## config.mk

```make
export PLATFORM = sky130hd
export DESIGN_NAME = gpmc_wb16_to_litex_wb32_bridge
export DESIGN_NICKNAME = d
export VERILOG_FILES = /design/src/rtl/gpmc_wb16_to_litex_wb32_bridge.sv
export SDC_FILE = /design/constraint.sdc
export NUM_CORES = 1
export LEC_CHECK = 0
export BUFFER_PORTS_ARGS = -buffer_cell sky130_fd_sc_hd__buf_2
export CORE_MARGIN = 2
export CORE_UTILIZATION = 45
export DETAILED_ROUTE_END_ITERATION = 12
export GPL_ROUTABILITY_DRIVEN = 0
export HOLD_SLACK_MARGIN = 0.05
export PLACE_DENSITY_LB_ADDON = 0.08
export SYNTH_ARGS = -nofsm -noshare
export SYNTH_HDL_FRONTEND = slang
export SYNTH_SLANG_ARGS = --single-unit
```

## constraint.sdc

```tcl
create_clock -name clk -period 2.6 [get_ports clk]
set_input_delay 0 -clock clk [delete_from_list [all_inputs] [get_ports clk]]
set_output_delay 0 -clock clk [all_outputs]
set_load 0.01 [all_outputs]
```

## src/rtl/gpmc_wb16_to_litex_wb32_bridge.sv

```systemverilog
// rtl/gpmc_wb16_to_litex_wb32_bridge.sv - 16-bit halfword Wishbone slave to 32-bit LiteX classic Wishbone master
//
// Purpose:
//   Turns each 16-bit halfword access from gpmc_to_wishbone into a single 32-bit
//   word access on the LiteX SoC bus. The SDRAM window base is added to the address.
//   The halfword is steered onto the correct byte lanes. A bus timeout and error status
//   are also provided. Because of these, a hung or erroring SoC slave always returns a
//   completion to the GPMC side.
//
// Optional feature macro: READ_PREFETCH_EN
//   When defined, a one-entry cache keeps the upper halfword of the last even-halfword
//   read. A following odd-halfword read of the same word is answered without a bus access.
//
// Ports:
//   clk, reset            clock, synchronous active-low reset
//   s_adr/s_dat_w/s_dat_r 16-bit halfword-addressed slave port (from gpmc_to_wishbone)
//   s_cyc/s_stb/s_we      slave request; s_ack is a one-cycle completion pulse
//   m_adr/m_dat_w/m_dat_r 30-bit word-addressed, 32-bit data master port (to SoC)
//   m_sel/m_cyc/m_stb/m_we master byte lanes and request
//   m_cti/m_bte           tied to classic-cycle encodings
//   m_ack/m_err           SoC slave termination
//   err_clr               clears err_sticky and err_count
//   err_sticky/err_count  error/timeout status; the count saturates at 8'hFF

module gpmc_wb16_to_litex_wb32_bridge #(
    parameter int          S_ADDR_WIDTH   = 16,
    parameter logic [29:0] BASE_WORD_ADR  = 30'h10000000,
    parameter int          TIMEOUT_CYCLES = 255,
    parameter logic [15:0] ERR_DATA       = 16'hDEAD
) (
    input  logic                    clk,
    input  logic                    reset,
    input  logic [S_ADDR_WIDTH-1:0] s_adr,
    input  logic [15:0]             s_dat_w,
    output logic [15:0]             s_dat_r,
    input  logic                    s_cyc,
    input  logic                    s_stb,
    input  logic                    s_we,
    output logic                    s_ack,
    output logic [29:0]             m_adr,
    output logic [31:0]             m_dat_w,
    input  logic [31:0]             m_dat_r,
    output logic [3:0]              m_sel,
    output logic                    m_cyc,
    output logic                    m_stb,
    output logic                    m_we,
    output logic [2:0]              m_cti,
    output logic [1:0]              m_bte,
    input  logic                    m_ack,
    input  logic                    m_err,
    input  logic                    err_clr,
    output logic                    err_sticky,
    output logic [7:0]              err_count
);

    typedef enum logic [1:0] {
        ST_IDLE = 2'd0,
        ST_REQ  = 2'd1,
        ST_RESP = 2'd2
    } state_t;

    state_t      r_state;
    logic [7:0]  r_tcnt;
    // Halfword select of the access in flight; it picks the read lane on m_ack.
    logic        r_hi;

    logic        w_req;
    logic [29:0] w_word_adr;
    logic        w_timeout;
    logic        w_err_evt;
    logic        w_pf_hit;

    assign m_cti = 3'b000;
    assign m_bte = 2'b00;

    assign w_req      = s_cyc & s_stb;
    // The address wraps modulo 2^30 through the natural 30-bit add.
    assign w_word_adr = BASE_WORD_ADR + 30'(s_adr[S_ADDR_WIDTH-1:1]);
    assign w_timeout  = (r_tcnt == 8'(TIMEOUT_CYCLES - 1)) & ~m_ack;
    // m_err outranks m_ack, so an ack+err cycle counts as an error.
    assign w_err_evt  = (r_state == ST_REQ) & (m_err | w_timeout);

`ifdef READ_PREFETCH_EN
    logic        r_pf_valid;
    logic [29:0] r_pf_adr;
    logic [15:0] r_pf_data;

    assign w_pf_hit = r_pf_valid & ~s_we & s_adr[0] & (r_pf_adr == w_word_adr);

    always_ff @(posedge clk) begin
        if (!reset) begin
            r_pf_valid <= 1'b0;
            r_pf_adr   <= 30'd0;
            r_pf_data  <= 16'd0;
        end else if (r_state == ST_IDLE && w_req && s_we) begin
            r_pf_valid <= 1'b0;
        end else if (w_err_evt) begin
            r_pf_valid <= 1'b0;
        end else if (r_state == ST_REQ && m_ack && !m_we && !r_hi) begin
            r_pf_valid <= 1'b1;
            r_pf_adr   <= m_adr;
            r_pf_data  <= m_dat_r[31:16];
        end
    end
`else
    assign w_pf_hit = 1'b0;
`endif

    always_ff @(posedge clk) begin
        if (!reset) begin
            r_state <= ST_IDLE;
            r_tcnt  <= 8'd0;
            r_hi    <= 1'b0;
            s_dat_r <= 16'd0;
            s_ack   <= 1'b0;
            m_adr   <= 30'd0;
            m_dat_w <= 32'd0;
            m_sel   <= 4'd0;
            m_cyc   <= 1'b0;
            m_stb   <= 1'b0;
            m_we    <= 1'b0;
        end else begin
            case (r_state)
                ST_IDLE: begin
                    s_ack <= 1'b0;
                    if (w_req) begin
                        if (w_pf_hit) begin
`ifdef READ_PREFETCH_EN
                            s_dat_r <= r_pf_data;
`endif
                            s_ack   <= 1'b1;
                            r_state <= ST_RESP;
                        end else begin
                            m_adr   <= w_word_adr;
                            m_sel   <= s_adr[0] ? 4'b1100 : 4'b0011;
                            m_we    <= s_we;
                            m_dat_w <= {s_dat_w, s_dat_w};
                            m_cyc   <= 1'b1;
                            m_stb   <= 1'b1;
                            r_hi    <= s_adr[0];
                            r_tcnt  <= 8'd0;
                            r_state <= ST_REQ;
                        end
                    end
                end
                ST_REQ: begin
                    if (m_err || w_timeout) begin
                        s_dat_r <= ERR_DATA;
                        s_ack   <= 1'b1;
                        m_cyc   <= 1'b0;
                        m_stb   <= 1'b0;
                        r_state <= ST_RESP;
                    end else if (m_ack) begin
                        if (m_we)
                            s_dat_r <= 16'd0;
                        else
                            s_dat_r <= r_hi ? m_dat_r[31:16] : m_dat_r[15:0];
                        s_ack   <= 1'b1;
                        m_cyc   <= 1'b0;
                        m_stb   <= 1'b0;
                        r_state <= ST_RESP;
                    end else begin
                        r_tcnt <= r_tcnt + 8'd1;
                    end
                end
                ST_RESP: begin
                    s_ack   <= 1'b0;
                    r_state <= ST_IDLE;
                end
                default: begin
                    s_ack   <= 1'b0;
                    m_cyc   <= 1'b0;
                    m_stb   <= 1'b0;
                    r_state <= ST_IDLE;
                end
            endcase
        end
    end

    // Status: a new error in the same cycle as err_clr wins, so that error is not lost.
    always_ff @(posedge clk) begin
        if (!reset) begin
            err_sticky <= 1'b0;
            err_count  <= 8'd0;
        end else begin
            if (w_err_evt)
                err_sticky <= 1'b1;
            else if (err_clr)
                err_sticky <= 1'b0;

            if (err_clr)
                err_count <= w_err_evt ? 8'd1 : 8'd0;
            else if (w_err_evt && err_count != 8'hFF)
                err_count <= err_count + 8'd1;
        end
    end

endmodule
```

==> results.json, run 1 <==
{
  "status": "finished, final reports clean",
  "htree_levels": 3,
  "port_buffers": 152,
  "wl_per_cell_um": 13.0,
  "finalMaxSlewViolations": 0,
  "cts_buffers": 9,
  "drt_iter0_drc": 129,
  "hold_class": "primary input to register",
  "leakagePower_nw": 2.23,
  "slowest_delay_ps": 870,
  "syn_inst": 405,
  "synth_seq_cells": 72,
  "final_common_cell": "buf_2",
  "synth-edff-count": 0,
  "fin_skew_ps": 11.5,
  "layout_min_cycle_time_ps": 2140,
  "die_area_um2": 8210,
  "drt-pass1-iter-count": 4,
  "vdd_drop_max_mv": 0.307,
  "final_cell_mix": "buf_2 (152), nand2_1 (86), dfxtp_1 (72), dlygate4sd3_1 (46), a21oi_1 (41)",
  "fin_nets": 651,
  "cts_resized": 0,
  "netlist_top_cells_area": "dfxtp_1 (43%), nand2_1 (9.6%), buf_4 (8.7%), a21oi_1 (6.1%), mux2i_1 (3.6%)",
  "place_ws_ps": 690,
  "setup_tns_ps": 0,
  "cts_setup_buffers": 0,
  "maxCapViolCount": 0,
  "crit_chain": "mux2_2 > dlygate4sd3_1 > nand2_1 > o21ai_1",
  "drcViolationCount": 0,
  "cp.buffers_inverters": 1,
  "comb_power_share": 0.144,
  "areaGrowthSynthToFinish_pct": 37.4,
  "vias": 3341,
  "antenna_found_initial": 0,
  "startpoint_type": "register",
  "core_um2": 7250,
  "synthesis.area_um2": 3380,
  "path_max_fanout": 17,
  "swShare": 0.264,
  "rsz0062_at_grt": "false",
  "wl_um": 8840,
  "ios": 172,
  "overflow": 0,
  "root_buffer": "clkbuf_8",
  "grt_pass1_wl_um": 14800,
  "dpl.cell_count": 618,
  "cts_tree": "done",
  "switchingPower_w": 0.000633,
  "yosys.area.top_type": "dfxtp_1",
  "slew_headroom": 0.437,
  "powerDensity_nw_per_um2": 517,
  "crit_slowest_cell": "dfxtp_1",
  "rows": 31,
  "hold_violations": 0,
  "ys_seq_area_frac": 0.427,
  "criticalPathCategory": "register to register",
  "track_usage": 0.219,
  "clk_pin_slew_ps": 80,
  "ys.warnings.count": 0,
  "ant_nets": 0,
  "pwr-share-clk": 0.367,
  "pwr-share-seq": 0.489,
  "num_antenna_cells": 0,
  "period_share": 0.823,
  "numClockSinks": 72,
  "cts_buffer_depth": 2,
  "dp_hpwl_um": 5780,
  "required_ps": 2840,
  "layout_setup_ws_ps": 461,
  "cpLargestDelayFamily": "flip-flops",
  "synth_top_flop_cell": "dfxtp_1",
  "die_h_um": 90.6,
  "cp-end-kind": "register",
  "viasPerCell": 4.91,
  "grt_max_degree": 44,
  "grt_pass1_vias": 3220,
  "final-setup-viol-count": 0,
  "intPower_w": 0.00176,
  "clk_latency_ps": 350,
  "worstPathArrival_ps": 2380,
  "yosys.area.top_type_share": 0.427,
  "avgSynthCellArea_um2": 8.34,
  "drive_above_1_share": 0.317,
  "tightest_slew_ps": 843,
  "die_x_um": 90.6,
  "p_total_w": 0.00240,
  "start_util": 0.465,
  "synth_cell_types": 52,
  "fmax_ghz": 0.468,
  "synthArstFlopShare": 0,
  "instances_no_fill": 680
}
## cells in the mapped netlist (2+ instances only)
cell type	instances
or3_1	3
clkbuf_1	21
nand3_1	16
buf_6	2
a31oi_1	6
a21oi_1	41
o21ai_1	5
o21a_1	2
dfxtp_1	72
nand2_1	86
nand4_1	3
nor2_1	14
o21ai_0	15
o211ai_1	3
nor4_1	2
a211oi_1	2
nor2b_1	4
buf_4	39
and4_1	2
nor3_1	2
ha_1	3
nand2b_1	2
a31o_2	2
mux2i_1	12
and3_1	2
o211a_1	11
mux2_2	5
inv_1	4
## kinds of logic after synthesis
group	Yosys count	share of synthesized area
simple gates	144	0.195
compound gates	100	0.189
flops	72	0.427
buf+inv	68	0.124
mux	17	0.0523
fa+ha+maj	3	0.0111
other cells	1	0.00111
## per-layer routing
metal  vias up  global-route usage  share of wire  wire length [um]
li1       1684                   -              -                 -
met5         -                   0              0                 0
met4         0               0.108          0.023               204
met1      1514               0.252           0.42              3680
met3        19              0.0492          0.060               531
met2       124               0.382           0.50              4420
## worst reg2reg max path, delay by kind of cell (launching register included)
family | cells | cell delay [ps]
DFF | 1 | 870
buffers and inverters | 1 | 590
muxes | 1 | 430
and+or+nand+nor | 1 | 90
AOI/OAI and AO/OA | 1 | 60
## metrics by stage
step | util | area (um2) | hold WS (ps)
global route | 0.639 | 4640 | 94.4
finish | 0.639 | 4640 | 81.6
CTS | 0.639 | 4640 | 70.7
global placement | 0.549 | 3980 | 191
floorplan | - | 3440 | 90.4
detailed placement | 0.549 | 3980 | 204
## registers in the layout, summed over array words and instances, names as in the netlist
register	count
r_tcnt	8
m_dat_w	16
m_adr	16
s_dat_r	16
s_ack	1
r_state	2
m_we	1
err_count	8
err_sticky	1
m_sel	2
m_stb	1
## worst paths after layout
path | startpoint | endpoint | slack (ps) | depth (start not counted)
min reg2reg | s_dat_r[8]$_SDFFE_PN0P_ | s_dat_r[8]$_SDFFE_PN0P_ | 450 | 2
max | m_sel[2]$_SDFFE_PN0P_ | s_dat_r[1]$_SDFFE_PN0P_ | 460 | 4
max reg2reg | m_sel[2]$_SDFFE_PN0P_ | s_dat_r[1]$_SDFFE_PN0P_ | 460 | 4
min | m_dat_r[3] | s_dat_r[3]$_SDFFE_PN0P_ | 80 | 4
## final cells by class
cell class	instances	area, um2
Inverter	5	18.8
Timing Repair Buffer	205	1270
Tap cell	99	124
Sequential cell	72	1440
Clock inverter	6	67.6
Fill cell	654	2620
Clock buffer	10	128
Multi-Input combinational cell	283	1580
## power by group through the flow
stage | registers [W] | logic (W) | clock network [W]
after global routing | 0.00118 | 0.000380 | 0.000951
after detailed placement | 0.00120 | 0.000287 | 0
final | 0.00117 | 0.000345 | 0.000878
after floorplan | 0.00121 | 0.000182 | 0
after global placement | 0.00120 | 0.000285 | 0
after CTS | 0.00117 | 0.000343 | 0.000906
## what timing repair did
action	in CTS	in global routing
setup endpoints to repair	0	0
hold buffers	46	0
endpoints found under the hold margin	45	0
(Power assumes the default switching activity.)
==> inputs of run 2 (changes only) <==
ABC_AREA = 1   (was unset)
clock period = 2.1 ns   (was 2.6 ns; I/O delays follow)
==> run 2 against run 1 <==
Combinational power up 53%. Total power up 36%. Routed wire length about the same. Global-route usage down 0.63 points. Design area up 1.4%. First-iteration DRC count down 17%. Register-to-register slack worse by 100 ps. Fmax up 23%. Flip-flop and latch count unchanged. Via count up 3.5%. Critical endpoint is now s_dat_r[8]$_SDFFE_PN0P_.
==> results.json, run 2 <==
{
  "synth_top_flop_cell": "dfxtp_1",
  "fmax_ghz": 0.575,
  "fin_nets": 714,
  "numClockSinks": 72,
  "highest_layer": "met4",
  "setup_tns_ps": 0,
  "drt-pass1-iter-count": 4,
  "routed-wl-met3_um": 508,
  "path_common_cell": "nand2_1",
  "syn_inst": 467,
  "muxShareOfSynthArea": 0,
  "vias": 3458,
  "synthAdderAreaFrac": 0.0109,
  "netlist_top_cells_area": "dfxtp_1 (42%), nor2_1 (11%), buf_4 (8.5%), nand2_1 (7.2%), o21ai_0 (7.0%)",
  "grt_max_degree": 40,
  "final-setup-viol-count": 0,
  "drt_iter0_drc": 107,
  "clk_latency_ps": 350,
  "criticalPathCategory": "register to register",
  "powerDensity_nw_per_um2": 692,
  "wl_um": 8830,
  "cts_tree": "done",
  "synth_xor_area_frac": 0.0102,
  "overflow": 0,
  "cts_resized": 0,
  "drive_above_1_share": 0.295,
  "rows": 31,
  "holdWs_ps": 47.6,
  "synth_cell_types": 34,
  "drcViolationCount": 0,
  "final_common_cell": "buf_2",
  "maxCapViolCount": 0,
  "htree_levels": 3,
  "synth-edff-count": 0,
  "worstPathArrival_ps": 2020,
  "crit_chain": "inv_1 > nand2_1 > nand2_1 > dlygate4sd3_1 > nand3_1 > a21oi_1",
  "viasPerCell": 4.65,
  "synth_common_cells": "nor2_1 (98), dfxtp_1 (72), nand2_1 (66), o21ai_0 (48), buf_4 (39)",
  "grt_pass1_wl_um": 14300,
  "die_h_um": 91.3,
  "yosys.area.top_type_share": 0.420,
  "track_usage": 0.213,
  "r2r_start": "m_sel[2]$_SDFFE_PN0P_",
  "slowest_delay_ps": 560,
  "ys.warnings.count": 0,
  "cp-end-kind": "register",
  "vdd_drop_max_mv": 0.421,
  "hold_start": "reset",
  "rsz0062_at_grt": "false",
  "wl_met2_um": 4550,
  "areaGrowthSynthToFinish_pct": 37.0,
  "m1WireLength_um": 3680,
  "synth.most_common_cell": "nor2_1",
  "slew_headroom": 0.632,
  "ant_nets": 0,
  "die_x_um": 91.3,
  "ios": 172,
  "path_max_fanout": 17,
  "die_area_um2": 8340,
  "core_um2": 7330,
  "start_util": 0.468,
  "ys_seq_area_frac": 0.420,
  "port_buffers": 152,
  "status": "finished, final reports clean",
  "fillers": 676,
  "root_buffer": "clkbuf_8",
  "cts_buffers": 9,
  "avgSynthCellArea_um2": 7.35,
  "period_share": 0.829,
  "crit_slowest_cell": "dlygate4sd3_1",
  "hold_class": "primary input to register",
  "synth_seq_cells": 72,
  "yosys.area.top_type": "dfxtp_1",
  "leakagePower_nw": 2.32,
  "startpoint_type": "register",
  "grt_pass1_vias": 3101,
  "wl_per_cell_um": 11.9,
  "cts_buffer_depth": 2,
  "synthArstFlopShare": 0,
  "post_synth_and_or_nand_nor_area_fraction": 0.262,
  "clk_pin_slew_ps": 80,
  "hold_violations": 0,
  "tightest_slew_ps": 549,
  "largestRegisters": "m_adr x16, m_dat_w x16, s_dat_r x16",
  "num_antenna_cells": 0,
  "fin_skew_ps": 8.65,
  "layout_min_cycle_time_ps": 1740,
  "startpoint": "m_sel[2]$_SDFFE_PN0P_",
  "finalMaxSlewViolations": 0,
  "dp_hpwl_um": 5980,
  "synth_compound_area_frac": 0.149,
  "required_ps": 2380,
  "antenna_found_initial": 0,
  "synth_top_family_by_area": "simple AND/OR/NAND/NOR gates",
  "final_cell_mix": "buf_2 (152), nor2_1 (98), dfxtp_1 (72), nand2_1 (66), o21ai_0 (48)",
  "synthesis.area_um2": 3430
}
[run 2: cell types whose count changed in the layout (fill, tap and decap cells not counted), moves of 6 or more]
cell	before	now
nor2_1	14	98
o21ai_0	15	48
inv_1	4	26
nand2_1	86	66
mux2i_1	12	0
a21oi_1	41	30
o211a_1	11	0
o21a_1	2	9
a31oi_1	6	0
[run 2: cells by family after synthesis]
logic type	after synthesis
xor+xnor	4
simple gates	204
fa+ha+maj	3
buf+inv	88
compound gates	95
flops	72
other cells	1
[run 2: repair_timing]
item | 4_1_cts | 5_1_grt
endpoints found under the hold margin | 41 | 0
setup buffers | 0 | 0
hold buffers | 44 | 0
[run 2: power breakdown]
part           leakage [nW]  switching (W)  internal (W)
registers             0.588      0.0000441       0.00143
clock network         0.119       0.000517      0.000732
logic                  1.62       0.000285      0.000245
[run 2: stage by stage]
step | setup slack (ps) | util | std cells | instance area, um2 | total power, W
floorplan | 736 | - | 485 | 3500 | 0.00183
global placement | 647 | 0.550 | 683 | 4030 | 0.00196
detailed placement | 593 | 0.550 | 683 | 4030 | 0.00197
CTS | 394 | 0.642 | 743 | 4700 | 0.00328
global route | 233 | 0.642 | 743 | 4700 | 0.00342
finish | 360 | 0.642 | 743 | 4700 | 0.00326
[run 2: layer usage]
layer,track usage,vias up
li1,-,1786
met4,0.0543,0
met1,0.248,1558
met2,0.374,104
met3,0.0722,10
met5,0,-
[run 2: layout make-up]
class,count,area [um2],share of cell area
Multi-Input combinational cell,325,1550,0.330
Clock inverter,5,78.8,0.0168
Inverter,31,124,0.0263
Timing Repair Buffer,200,1230,0.262
Sequential cell,72,1440,0.306
Tap cell,99,124,0.0263
Clock buffer,11,151,0.0322
[run 2: final timing paths]
path	end	slack [ps]	cells after the start
max reg2reg	s_dat_r[8]$_SDFFE_PN0P_	360	6
min	s_dat_r[12]$_SDFFE_PN0P_	50	3
max	s_dat_r[8]$_SDFFE_PN0P_	360	6
min reg2reg	err_sticky$_SDFFE_PN0P_	460	2
[run 2: critical path, delay by kind of cell (launching register included)]
kind / cells / cell delay (ps)
and+or+nand+nor: 3 / 300
DFF: 1 / 310
AOI/OAI and AO/OA: 1 / 150
buffers and inverters: 2 / 920
==> inputs of run 3 (changes only) <==
clock period = 1.77 ns   (was 2.1 ns; I/O delays follow)
==> run 3 against run 2 <==
Flip-flop and latch count did not move. Via count rose by 0.38%. Hold slack improved by 17 ps. Clock skew fell by 1.2 ps. Cell count rose by 0.81%. Clock power rose by 10%. Combinational power rose by 23%. Total power rose by 16%. Sequential power rose by 18%. Highest routed layer unchanged.
==> results.json, run 3 (same netlist as run 2, synthesis figures left out) <==
{
  "die_x_um": 91.3,
  "die_area_um2": 8340,
  "status": "finished, final reports clean",
  "fmax_ghz": 0.612,
  "cts_buffer_depth": 2,
  "htree_levels": 3,
  "wl_per_cell_um": 11.6,
  "final_cell_mix": "buf_2 (152), nor2_1 (98), dfxtp_1 (72), nand2_1 (66), o21ai_0 (48)",
  "clk_latency_ps": 340,
  "vdd_drop_max_mv": 0.486,
  "comb_power_share": 0.172,
  "dpl.cell_count": 687,
  "drt-pass1-iter-count": 4,
  "criticalPathCategory": "register to register",
  "fin_skew_ps": 7.49,
  "final-setup-viol-count": 0,
  "hold_violations": 0,
  "place_ws_ps": 244,
  "root_buffer": "clkbuf_8",
  "slew_headroom": 0.669,
  "maxCapViolCount": 0,
  "swShare": 0.267,
  "ant_nets": 0,
  "grt_max_degree": 40,
  "layout_min_cycle_time_ps": 1630,
  "numClockSinks": 72,
  "clk_pin_slew_ps": 80,
  "drive_above_1_share": 0.302,
  "instances_no_fill": 749,
  "pwr-share-clk": 0.365,
  "worstPathArrival_ps": 1910,
  "final_common_cell": "buf_2",
  "cts_tree": "done",
  "rows": 31,
  "holdWs_ps": 64.7,
  "start_util": 0.468,
  "switchingPower_w": 0.00101,
  "tightest_slew_ps": 495,
  "path_max_fanout": 18,
  "hold_path_depth": 4,
  "areaGrowthSynthToFinish_pct": 38.6,
  "cp-end-kind": "register",
  "cts_buffers": 9,
  "r2r_start": "m_sel[2]$_SDFFE_PN0P_",
  "r2r_cells": 6,
  "pwr-share-seq": 0.462,
  "viasPerCell": 4.63,
  "wl_um": 8730,
  "track_usage": 0.207,
  "grt_pass1_wl_um": 14000,
  "antenna_found_initial": 0,
  "leakagePower_nw": 2.34,
  "overflow": 0,
  "drt_iter0_drc": 123,
  "vias": 3471,
  "layout_setup_ws_ps": 135,
  "whs_endpoint": "s_dat_r[3]$_SDFFE_PN0P_",
  "required_ps": 2040,
  "num_antenna_cells": 0,
  "grt_pass1_vias": 3150,
  "fin_util": 0.649,
  "finalMaxSlewViolations": 0,
  "r2r_setup_slack_ps": 140,
  "startpoint_type": "register",
  "fin_nets": 720,
  "drcViolationCount": 0,
  "intPower_w": 0.00277,
  "core_um2": 7330,
  "port_buffers": 152,
  "rsz0062_at_grt": "false",
  "powerDensity_nw_per_um2": 794,
  "dp_hpwl_um": 6090,
  "largestRegisters": "m_adr x16, m_dat_w x16, s_dat_r x16",
  "period_share": 0.924,
  "die_h_um": 91.3,
  "hold_class": "primary input to register",
  "timing.rr.end": "s_dat_r[13]$_SDFFE_PN0P_",
  "hold_start": "m_dat_r[19]",
  "setup_tns_ps": 0,
  "ios": 172
}
-- run 3: changes by cell type in the layout (fill, tap and decap cells not counted) --
cell           change
buf_12             +1
buf_6              +1
inv_1              -1
dlygate4sd3_1      +1
clkinv_2           -1
clkbuf_8           +1
clkinvlp_4         +2
bufinv_16          -1
buf_4              +3
-- run 3: cell type report --
cell class              instances  area, um2
well taps                      99        124
flip-flops and latches         72       1440
clock inverters                 4       51.3
clock buffers                  12        165
fillers                       695       2570
inverters                      31        128
repair buffers                206       1290
multi-input cells             325       1550
-- run 3: power by group through the flow --
| stage | combinational [W] | sequential (W) | clock (W) |
|---|---|---|---|
| after floorplan | 0.000354 | 0.00182 | 0 |
| after global placement | 0.000556 | 0.00178 | 0 |
| after detailed placement | 0.000563 | 0.00178 | 0 |
| after CTS | 0.000647 | 0.00175 | 0.00141 |
| after global routing | 0.000722 | 0.00176 | 0.00149 |
| final | 0.000652 | 0.00175 | 0.00138 |
-- run 3: through the flow --
stage	cell area, um2	total power (W)
2_1_floorplan	3500	0.00217
3_3_place_gp	4080	0.00234
3_5_place_dp	4080	0.00235
4_1_cts	4740	0.00380
5_1_grt	4760	0.00397
6_report	4760	0.00378
-- run 3: per-layer routing --
layer  track usage  vias up  part of all wire  routed length, um
met1         0.249     1557              0.42               3690
met4        0.0997        0             0.015                133
met3        0.0398       12             0.056                489
li1              -     1798                 -                  -
met5             0        -                 0                  0
met2         0.353      104              0.51               4410
-- run 3: worst max-delay path, stage by stage, from the launching register on --
cell and delay (ps):
dfxtp_1 390, buf_6 190, nand2_1 70, a21oi_1 140
dlygate4sd3_1 570, nand2_1 60, a21oi_1 140
-- run 3: worst max path at each step --
stage                                     to              startpoint  slack, ps  cells after the start
CTS                 s_dat_r[13]$_SDFFE_PN0P_   m_sel[2]$_SDFFE_PN0P_         60                      6
finish              s_dat_r[13]$_SDFFE_PN0P_   m_sel[2]$_SDFFE_PN0P_        140                      6
global placement      r_tcnt[5]$_SDFFE_PN0P_  r_tcnt[0]$_SDFFE_PN0P_        310                     12
detailed placement    r_tcnt[5]$_SDFFE_PN0P_  r_tcnt[0]$_SDFFE_PN0P_        240                     12
floorplan             r_tcnt[5]$_SDFFE_PN0P_  r_tcnt[0]$_SDFFE_PN0P_        410                     12
global route        s_dat_r[13]$_SDFFE_PN0P_   m_sel[2]$_SDFFE_PN0P_         10                      6
-- run 3: repair_timing --
action,4_1_cts,5_1_grt
hold endpoints to repair,43,0
buffers inserted,0,1
hold buffers,45,0
setup endpoints to repair,0,5
resized for setup,0,2
